===== src/rtl/lut_loader_pkg.sv =====
// Shared DDS configuration: sample width, LUT depth and phase width.
// The LUT loader and the DDS core both take their defaults from here.
package lut_loader_pkg;
  localparam int DDS_DATA_LEN    = 8;
  localparam int DDS_ROWS_BASE_2 = 8;
  localparam int DDS_PHASE_W     = 9;
endpackage


===== src/rtl/lut_addr_counter.sv =====
// LUT row counter with clear, increment and a sticky terminal flag.
// The extra top bit marks "all rows taken" so the count never wraps.
module lut_addr_counter
  import lut_loader_pkg::*;
#(
  parameter int W = DDS_ROWS_BASE_2
) (
  input  logic         clk,
  input  logic         rst,
  input  logic         clr,
  input  logic         inc,
  output logic [W-1:0] addr,
  output logic         tc
);

  logic [W:0] cnt;

  always_ff @(posedge clk or posedge rst) begin
    if (rst) begin
      cnt <= '0;
    end else if (clr) begin
      cnt <= '0;
    end else if (inc && !cnt[W]) begin
      cnt <= cnt + 1'b1;
    end
  end

  assign addr = cnt[W-1:0];
  assign tc   = cnt[W];

endmodule


===== src/rtl/lut_loader.sv =====
// Streams a full sine table into the DDS LUT, then strobes the start
// phase and pulses done. Abort or reset drops the load in progress.
module lut_loader
  import lut_loader_pkg::*;
#(
  parameter int DATA_LEN    = DDS_DATA_LEN,
  parameter int ROWS_BASE_2 = DDS_ROWS_BASE_2,
  parameter int PHASE_W     = DDS_PHASE_W
) (
  input  logic                   src_clk,
  input  logic                   rst,
  input  logic                   start,
  input  logic                   abort,
  input  logic [PHASE_W-1:0]     phase_cfg,
  input  logic                   s_valid,
  input  logic [DATA_LEN-1:0]    s_data,
  output logic                   s_ready,
  output logic [DATA_LEN-1:0]    data_wr,
  output logic [ROWS_BASE_2-1:0] addr_wr,
  output logic                   we,
  output logic                   set_phase,
  output logic [PHASE_W-1:0]     phase,
  output logic                   busy,
  output logic                   done
);

  typedef enum logic [1:0] {
    IDLE,
    LOAD,
    SETPH,
    DONE
  } state_t;

  state_t state, state_n;

  logic                   clr;
  logic                   take;
  logic                   tc;
  logic [ROWS_BASE_2-1:0] row;
  logic [PHASE_W-1:0]     ph_lat;
  logic [PHASE_W-1:0]     phase_q;

  lut_addr_counter #(
    .W (ROWS_BASE_2)
  ) u_cnt (
    .clk  (src_clk),
    .rst  (rst),
    .clr  (clr),
    .inc  (take),
    .addr (row),
    .tc   (tc)
  );

  // LOAD stays one extra cycle once tc rises so the last write
  // lands before set_phase.
  always_comb begin
    state_n   = state;
    clr       = 1'b0;
    s_ready   = 1'b0;
    set_phase = 1'b0;
    done      = 1'b0;
    busy      = 1'b0;
    unique case (state)
      IDLE: begin
        if (start) begin
          state_n = LOAD;
          clr     = 1'b1;
        end
      end
      LOAD: begin
        busy = 1'b1;
        if (abort) begin
          state_n = IDLE;
        end else begin
          s_ready = !tc;
          if (tc) state_n = SETPH;
        end
      end
      SETPH: begin
        busy = 1'b1;
        if (abort) begin
          state_n = IDLE;
        end else begin
          set_phase = 1'b1;
          state_n   = DONE;
        end
      end
      DONE: begin
        done    = 1'b1;
        state_n = IDLE;
      end
      default: state_n = IDLE;
    endcase
  end

  assign take  = s_valid & s_ready;
  assign phase = set_phase ? ph_lat : phase_q;

  always_ff @(posedge src_clk or posedge rst) begin
    if (rst) begin
      state   <= IDLE;
      ph_lat  <= '0;
      phase_q <= '0;
      we      <= 1'b0;
      data_wr <= '0;
      addr_wr <= '0;
    end else begin
      state <= state_n;
      we    <= take;
      if (state == IDLE && start) ph_lat <= phase_cfg;
      if (set_phase) phase_q <= ph_lat;
      if (take) begin
        data_wr <= s_data;
        addr_wr <= row;
      end
    end
  end

endmodule


===== config.mk =====
export PLATFORM = sky130hd
export DESIGN_NAME = lut_loader
export DESIGN_NICKNAME = d
export VERILOG_FILES = /design/src/rtl/lut_loader_pkg.sv /design/src/rtl/lut_addr_counter.sv /design/src/rtl/lut_loader.sv
export SDC_FILE = /design/constraint.sdc
export NUM_CORES = 1
export LEC_CHECK = 0
export BUFFER_PORTS_ARGS = -buffer_cell sky130_fd_sc_hd__buf_2
export CORE_AREA = 2 2 69 71
export DETAILED_ROUTE_END_ITERATION = 16
export DIE_AREA = 0 0 71 73
export GPL_ROUTABILITY_DRIVEN = 0
export PLACE_DENSITY = 0.71
export SYNTH_ARGS = -nofsm -noshare
export SYNTH_HDL_FRONTEND = slang
export SYNTH_SLANG_ARGS = --single-unit

===== constraint.sdc =====
create_clock -name src_clk -period 1.46 [get_ports src_clk]
set_input_delay 0.219 -clock src_clk [delete_from_list [all_inputs] [get_ports src_clk]]
set_output_delay 0.219 -clock src_clk [all_outputs]
set_load 0.005 [all_outputs]

# --- Yosys cells after proc, flatten, opt, wreduce, memory -nomap -nowiden ---
# Index checks and enable logic that the tools add are counted.
word_totals:
  reg_bits: 46
  latch_bits: 0
  mem_bits_rw: 0
  mem_bits_ro: 0
  input_bits: 22
  output_inout_bits: 30
  word_cells: 37
  memories: 0
classes:
  n_addsub: 1
  multipliers: 0
  div: 0
  n_lt_le_gt_ge: 0
  n_eq_ne: 5
  shifts: 0
  n_mux: 16
  bitwise_logic: 1
  reduce_logical: 7
op_table:
  columns: ["operator", "count"]
  rows:
  - ["2-to-1 mux 9 bit", 3]
  - ["adder 9 x 1 -> 9 bit (second input constant)", 1]
  - ["2-to-1 mux 1 bit", 8]
  - ["2-to-1 mux 2 bit", 4]
  - ["case mux 2 bit (4 select lines)", 1]
  - ["equality test 2 bit (second input constant)", 2]
  - ["!= test 3 x 2 -> 1 bit (second input constant)", 1]
  - ["equality test 2 x 1 -> 1 bit (second input constant)", 1]
  - ["logical AND 1 bit", 2]
  - ["logical NOT 2 bit", 1]
  - ["!= test 2 bit (second input constant)", 1]
  - ["AND reduction 2 bit", 1]
  - ["nonzero test 2 bit", 1]
  - ["OR reduction 2 bit", 1]
  - ["bitwise AND 1 bit", 1]
  - ["logical NOT 1 bit", 1]

# --- Logic depth before layout (Yosys ltp) ---
# Gate-level depths: netlist of the first run.
logic_depth:
  ltp_word: 7
  mapped_depth: 8
  depth_no_buf: 6

# --- Hierarchy ---
# From an unflattened synthesis of the first run, not the netlist that was laid out.
hier_totals:
  cells_unflattened: 141
  hier_area_um2: 2018.2
modules_own_cells:
  columns: ["module", "n_inst", "cells_each", "area_each_um2", "seq_area_each_um2"]
  rows:
  - ["lut_loader", 1, 96, 1542.7, 925.9]
  - ["lut_addr_counter", 1, 45, 475.5, 225.2]

# --- Worst setup path before layout of the first run ---
# No wires, ideal clock.
synth_path:
  path_type: "register -> register"
  start: "register state[1]"
  end: "register u_cnt.cnt[6]"
  setup_ps: 78
  arrival_time_ps: 1448
  t_required_ps: 1382
  slack_ps: -66
  path_stages_with_launch: 6
  path_buffers: 0
  synth_period_minus_slack_ps: 1526
  cell_sequence: "dfrtp_1 inv_1 ha_1 nand4bb_4 or4_1 a21oi_1"
synth_between:
  elab_chain_cells: 5
  elab_cells_between_ends: 8
  classes_between: "1 x eq/ne; 3 x mux; 1 x bitwise; 3 x reduce/logical"
synth_lines:
  columns: ["element", "line_no", "text"]
  rows:
  - ["start, declared", "lut_loader.sv:34", "state_t state, state_n;"]
  - ["start signal, assigned", "lut_loader.sv:108", "state <= state_n;"]
  - ["equality test 2 x 1 -> 1 bit", "lut_loader.sv:63", "unique case (state)"]
  - ["2-to-1 mux 1 bit", "lut_loader.sv:63", null]
  - ["bitwise AND 1 bit", "lut_loader.sv:96", "assign take = s_valid & s_ready;"]
  - ["logical AND 1 bit", "lut_addr_counter.sv:23", "end else if (inc && !cnt[W]) begin"]
  - ["nonzero test 2 bit (no source line)", null, null]
  - ["end signal, assigned", "lut_addr_counter.sv:24", "cnt <= cnt + 1'b1;"]
  - ["end, declared", "lut_addr_counter.sv:16", "logic [W:0] cnt;"]
# Several ways; a longest one is shown, not always the timed one.
# A chain may end at the register's enable or synchronous reset.

# --- Worst setup path in the final report of the first run ---
layout_path:
  start: "register state[0]"
  end: "output port phase[0]"
layout_between:
  elab_chain_cells: 3
layout_lines:
  columns: ["element", "line_no", "text"]
  rows:
  - ["equality test 2 bit", "lut_loader.sv:63", null]
  - ["2-to-1 mux 1 bit", "lut_loader.sv:63", null]
  - ["2-to-1 mux 9 bit", null, null]
  - ["end, declared", "lut_loader.sv:22", "output logic [PHASE_W-1:0] phase,"]
# Every way passes these cells.

==> impl_metrics.ini, run 1 <==
[synthesis]
synth_area_leaders = dfrtp_1, nand2_1, mux2_2
synth.net_count = 220
ys_warn_count = 0
synth_most_common_cell = nand2_1
synthArstFlopShare = 1.00
synth-main-ff-cell = dfrtp_1
syn_area_um2 = 1950
synth_seq_area_share = 0.590
synth_area_leader_cell = dfrtp_1
synth_commonest_cells = nand2_1, dfrtp_1, mux2_2, a21oi_1, inv_1
yosysTopAreaCellShare = 0.590
syn_area_per_cell_um2 = 10.2
ys_ff_latch = 46
synth_cell_types = 27
synth_edf_count = 0
synthCells = 192

[worst_setup_path]
regToRegSetupSlack_ps = -250
crit_required_ps = 1240
cp_max_fo = 6
worstSetupPathType = flop to output port
cp-end-kind = output port
r2r_cells = 7
crit_path_start_kind = flop
cp.arrival_ps = 1580

[pwr]
p_int_uw = 3470
leakage_uw = 0.00153
seqPwrFrac = 0.372
finalPower_uw = 5080
vdd_drop_max_v = 0.000730
p_per_area_nw_per_um2 = 1770
p_sw_uw = 1610
sw_frac_of_total = 0.317
p_clk_frac = 0.184
comb_power_share = 0.444

[route]
first_pass_iters = 4
routed_wirelength_mm = 4.35
vias_per_cell = 4.80
drt-met1-wl_mm = 1.90
top_layer = met4
drcViolationCount = 0
wl_met3_um = 180
wire_per_inst_um = 13.4
ant_nets = 0
dr_wl_met2_mm = 2.20
dr_total_vias = 1565
drtIter0Drc = 125

[final_layout]
regArea_um2 = 1150
num-fill-cells = 357
diodes = 0
multi_input_area_um2 = 890
synthToLayoutAreaGrowth_pct = 46.9
layout-drive-gt1-share = 0.430
design_area_um2 = 2870
final_nets = 299

[clock_network]
clock_latency_ps = 300
tritoncts = yes
cts.htree.levels = 2
clockRootBuffer = clkbuf_8
cts_buffer_depth = 2
cts_buffers = 5
clk_pin_slew_ps = 80
cts.sinks = 46

[timing]
worst_hold_slack_ps = 104
max_freq_ghz = 0.555
fin_ws_ps = -341
rsz0062_at_grt = true
clock-skew-final_ps = 3.46
tightest_slew_ps = 422
drv_slew = 0
relSlewSlack = 0.718
setup_viol = 40
tns_ps = -6100
fin_crit_sh = 1.23
period_minus_slack_ps = 1800
hold_viol_final = 0

[die]
chipWidth_um = 71
rows = 25
die_h_um = 73
ios = 52
die_area_um2 = 5180
start_util = 0.430
core_area_um2 = 4540

[global_route]
grt_first_pass_wirelength_mm = 6.99
grt_antenna_before_repair = 0
grtUsageTotal = 0.174
grt_pass1_vias = 1499
grt_max_degree = 29
gr-total-overflow = 0

[place]
port_buffers = 51
dp_hpwl_mm = 2.82
placed_area_um2 = 2430

[status]
status = finished with violations
violations = negative setup slack

[job]
maxCapViolCount = 0

[min_path]
min_path_type = primary input to flop
hold_path_depth = 3
==> per-layer routing <==
metal  track usage  up-vias
met2         0.288       29
li1              -      783
met5             0        -
met4        0.0629        0
met3        0.0442        5
met1         0.223      748
==> worst max-delay path, cell delays in order, from the launching register on <==
cell      delay (ps)
dfrtp_1          400
inv_2             80
ha_4             150
nand2b_4          70
buf_6            150
mux2_4           310
buf_6            120
==> registers in the layout, indices dropped and copies added (netlist names) <==
register and count:
data_wr 8, we 1, phase_q 9, state 2
addr_wr 8, u_cnt.cnt 9, ph_lat 9
==> cells by family after synthesis <==
logic type      synth area share
flops                      0.590
xor+xnor                 0.00449
simple gates               0.218
compound gates            0.0513
fa+ha+maj                 0.0385
buf+inv                   0.0346
mux                       0.0629
==> repair_timing <==
item,4_1_cts,5_1_grt
hold endpoints to repair,18,0
resized for setup,31,21
pin swaps,14,2
hold buffers,1,0
buffers inserted,8,3
endpoints found under the setup margin,35,52
cloned,1,0
==> metrics by stage <==
| step | setup WS [ps] | utilization | cells |
|---|---|---|---|
| 2_1_floorplan | -13.3 | - | 192 |
| 3_3_place_gp | -128 | 0.537 | 308 |
| 3_5_place_dp | -179 | 0.537 | 308 |
| 4_1_cts | -409 | 0.615 | 326 |
| 5_1_grt | -396 | 0.632 | 326 |
| 6_report | -341 | 0.632 | 326 |
==> cells in the final DEF, fill, tap and decap left out, types with 2 or more instances in the layout <==
| cell | synthesis | layout |
|---|---|---|
| a21oi_1 | 8 | 3 |
| or4_1 | 4 | 2 |
| nand2_1 | 78 | 78 |
| clkbuf_8 | 0 | 5 |
| ha_1 | 6 | 3 |
| or3_1 | 2 | 2 |
| or4_4 | 0 | 2 |
| inv_2 | 0 | 3 |
| nor2_1 | 2 | 2 |
| nand3_1 | 2 | 2 |
| mux2_4 | 0 | 9 |
| o21ai_0 | 3 | 2 |
| buf_6 | 0 | 18 |
| ha_4 | 0 | 3 |
| o31ai_1 | 4 | 2 |
| nand4_1 | 2 | 2 |
| buf_12 | 0 | 4 |
| inv_1 | 7 | 3 |
| buf_4 | 2 | 15 |
| a21oi_2 | 0 | 4 |
| clkinv_2 | 0 | 2 |
| dfrtp_1 | 46 | 46 |
| buf_2 | 3 | 41 |
==> final cells by class <==
class,instances,share of cell area
Clock buffer,5,0.0240
Clock inverter,3,0.0140
Inverter,8,0.0131
Multi-Input combinational cell,131,0.310
Sequential cell,46,0.402
Tap cell,54,0.0236
Timing Repair Buffer,79,0.213
==> power by group through the flow <==
stage | sequential [uW] | clock, uW | combinational (uW)
floorplan | 1910 | 0 | 870
global placement | 1890 | 0 | 1630
detailed placement | 1910 | 0 | 1670
CTS | 1880 | 960 | 2120
global route | 1930 | 1020 | 2480
finish | 1890 | 936 | 2250
==> final timing paths <==
check	start	end
worst max-delay path	state[0]$_DFFE_PP0P_	phase[0]
worst min-delay path	s_data[1]	data_wr[1]$_DFFE_PP0P_
worst max register to register	state[1]$_DFFE_PP0P_	u_cnt.cnt[3]$_DFFE_PP0P_
worst min register to register	addr_wr[5]$_DFFE_PP0P_	addr_wr[5]$_DFFE_PP0P_
max in group asynchronous	rst	addr_wr[5]$_DFFE_PP0P_
min in group asynchronous	rst	ph_lat[4]$_DFFE_PP0P_
Power figures use the tool's default switching activity.
==> run 2, diff against run 1 <==
--- a/config.mk
+++ b/config.mk
@@ -5,12 +5,13 @@
 export SDC_FILE = /design/constraint.sdc
 export NUM_CORES = 1
 export LEC_CHECK = 0
+export ABC_AREA = 1
 export BUFFER_PORTS_ARGS = -buffer_cell sky130_fd_sc_hd__buf_2
 export CORE_AREA = 2 2 69 71
 export DETAILED_ROUTE_END_ITERATION = 16
 export DIE_AREA = 0 0 71 73
 export GPL_ROUTABILITY_DRIVEN = 0
-export PLACE_DENSITY = 0.71
+export PLACE_DENSITY = 0.72
 export SYNTH_ARGS = -nofsm -noshare
 export SYNTH_HDL_FRONTEND = slang
 export SYNTH_SLANG_ARGS = --single-unit
==> impl_metrics.ini, run 2 <==
[status]
status = finished with violations
violations = negative setup slack

[final_layout]
layout-drive-gt1-share = 0.380
diodes = 0
layout_common_cells = nand2_1, buf_2, dfrtp_1
reg_top3 = ph_lat (9), phase_q (9), u_cnt.cnt (9)
multi_input_area_um2 = 816
regArea_um2 = 1150
synthToLayoutAreaGrowth_pct = 38.5
final_common_cell = nand2_1
num-fill-cells = 397
final_nets = 327
instances_no_fill = 354

[clock_network]
clock_latency_ps = 300
clockRootBuffer = clkbuf_8
cts_buffers = 5
clk_pin_slew_ps = 90
cts.htree.levels = 2
cts_buffer_depth = 2
cts.sinks = 46
tritoncts = yes

[synthesis]
syn_area_um2 = 1960
synth_cell_types = 16
synth.net_count = 254
syn_area_per_cell_um2 = 8.68
synth-main-ff-cell = dfrtp_1
synth_area_leader_cell = dfrtp_1
synth_edf_count = 0
synth_most_common_cell = nand2_1
synth_seq_area_share = 0.587
ys_ff_latch = 46
yosysTopAreaCellShare = 0.587
synth_area_leaders = dfrtp_1, nand2_1, ha_1
ys_warn_count = 0
synthCells = 226
synth_commonest_cells = nand2_1, dfrtp_1, inv_1, o21ai_0, nor2_1
synthArstFlopShare = 1.00

[die]
start_util = 0.432
ios = 52
core_area_um2 = 4540
die_area_um2 = 5180
rows = 25
chipWidth_um = 71
die_h_um = 73

[route]
dr_total_vias = 1660
wire_per_inst_um = 11.9
vias_per_cell = 4.69
drcViolationCount = 0
ant_nets = 0
first_pass_iters = 4
drtIter0Drc = 94
routed_wirelength_mm = 4.22

[min_path]
min_path_type = primary input to flop

[timing]
max_freq_ghz = 0.615
worst_hold_slack_ps = 111
fin_crit_sh = 1.11
fin_ws_ps = -165
drv_slew = 0
setup_viol = 11
hold_viol_final = 0
rsz0062_at_grt = true
clock-skew-final_ps = 4.85
relSlewSlack = 0.749
period_minus_slack_ps = 1630
tightest_slew_ps = 375

[pwr]
vdd_drop_max_v = 0.00105
finalPower_uw = 4770
p_per_area_nw_per_um2 = 1760
leakage_uw = 0.00146

[worst_setup_path]
cp-end-kind = output port
crit_required_ps = 1240
crit_path_start_kind = flop
cp.arrival_ps = 1410
worstSetupPathType = flop to output port
cp_max_fo = 5

[place]
port_buffers = 51
placedCellCount = 335
dp_hpwl_mm = 2.76

[global_route]
grt_max_degree = 31
grt_first_pass_wirelength_mm = 6.96
grt_antenna_before_repair = 0
gr-total-overflow = 0
grtUsageTotal = 0.172
grt_pass1_vias = 1607

[job]
maxCapViolCount = 0
==> run 2: cell types whose count changed in the layout (fill, tap and decap cells not counted), sizes merged, moves of 6 or more <==
cell | previous run | this run
nand2 | 78 | 98
nor2 | 2 | 13
nand3 | 2 | 8
buf | 78 | 70
inv | 7 | 19
mux2 | 10 | 0
o21ai | 3 | 19
==> run 2: repair_timing <==
| item | in CTS | in global routing |
|---|---|---|
| cloned | 1 | 1 |
| setup buffers | 7 | 1 |
| pin swaps | 8 | 4 |
| hold buffers | 1 | 0 |
| endpoints found under the setup margin | 13 | 29 |
| endpoints found under the hold margin | 16 | 0 |
| gates resized for setup | 30 | 17 |
==> run 2: where the power goes <==
group	internal, uW	total, uW	switching [uW]
sequential	1700	1930	227
clock	381	812	431
combinational	1000	2030	1030
total	3080	4770	1680
==> run 2: logic make-up (layout without fill, tap and decap cells) <==
kind of cell	Yosys count	in the layout	synth area share
AND/OR/NAND/NOR	123	124	0.255
flip-flops	46	46	0.587
buffers and inverters	28	101	0.0613
AO/OA/AOI/OAI	23	23	0.0587
adder cells (fa/ha/maj)	6	6	0.0383
==> run 2: worst max-delay path: stages (launching register included) <==
cell     delay, ps
dfrtp_1        390
inv_2           80
ha_4           170
nand2_8         90
buf_6          150
nand2_2         60
nand2_2         50
buf_2          120
==> run 2: per-stage QoR <==
step / TNS [ps] / utilization / instance area [um2] / worst slack (ps)
after floorplan: 0 / - / 1960 / 114
after global placement: -9.08 / 0.524 / 2370 / -4.52
after detailed placement: -235 / 0.524 / 2370 / -42.6
after CTS: -1340 / 0.583 / 2640 / -144
after global routing: -2080 / 0.599 / 2720 / -211
final: -1350 / 0.599 / 2720 / -165
==> run 2: worst paths after layout <==
path	to	slack, ps	depth (start not counted)	from
setup reg to reg	phase_q[8]$_DFF_PP0_	-90	10	state[0]$_DFFE_PP0P_
max in group asynchronous	addr_wr[1]$_DFFE_PP0P_	550	4	rst
hold / removal	ph_lat[3]$_DFFE_PP0P_	110	3	phase_cfg[3]
hold reg to reg	data_wr[2]$_DFFE_PP0P_	470	2	data_wr[2]$_DFFE_PP0P_
setup / recovery	phase[6]	-170	7	state[0]$_DFFE_PP0P_
min in group asynchronous	ph_lat[7]$_DFFE_PP0P_	430	3	rst
==> run 2: layout make-up <==
type,instances,area share
flip-flops and latches,46,0.424
multi-input cells,153,0.300
repair buffers,71,0.177
inverters,21,0.0350
clock buffers,6,0.0304
well taps,54,0.0249
clock inverters,2,0.00461
repair inverters,1,0.00276
==> run 2: routing by layer <==
metal,GRT usage,part of all wire,up-vias
li1,-,-,846
met1,0.210,0.44,764
met2,0.281,0.48,43
met3,0.0552,0.057,7
met4,0.0755,0.021,0
met5,0,0,-
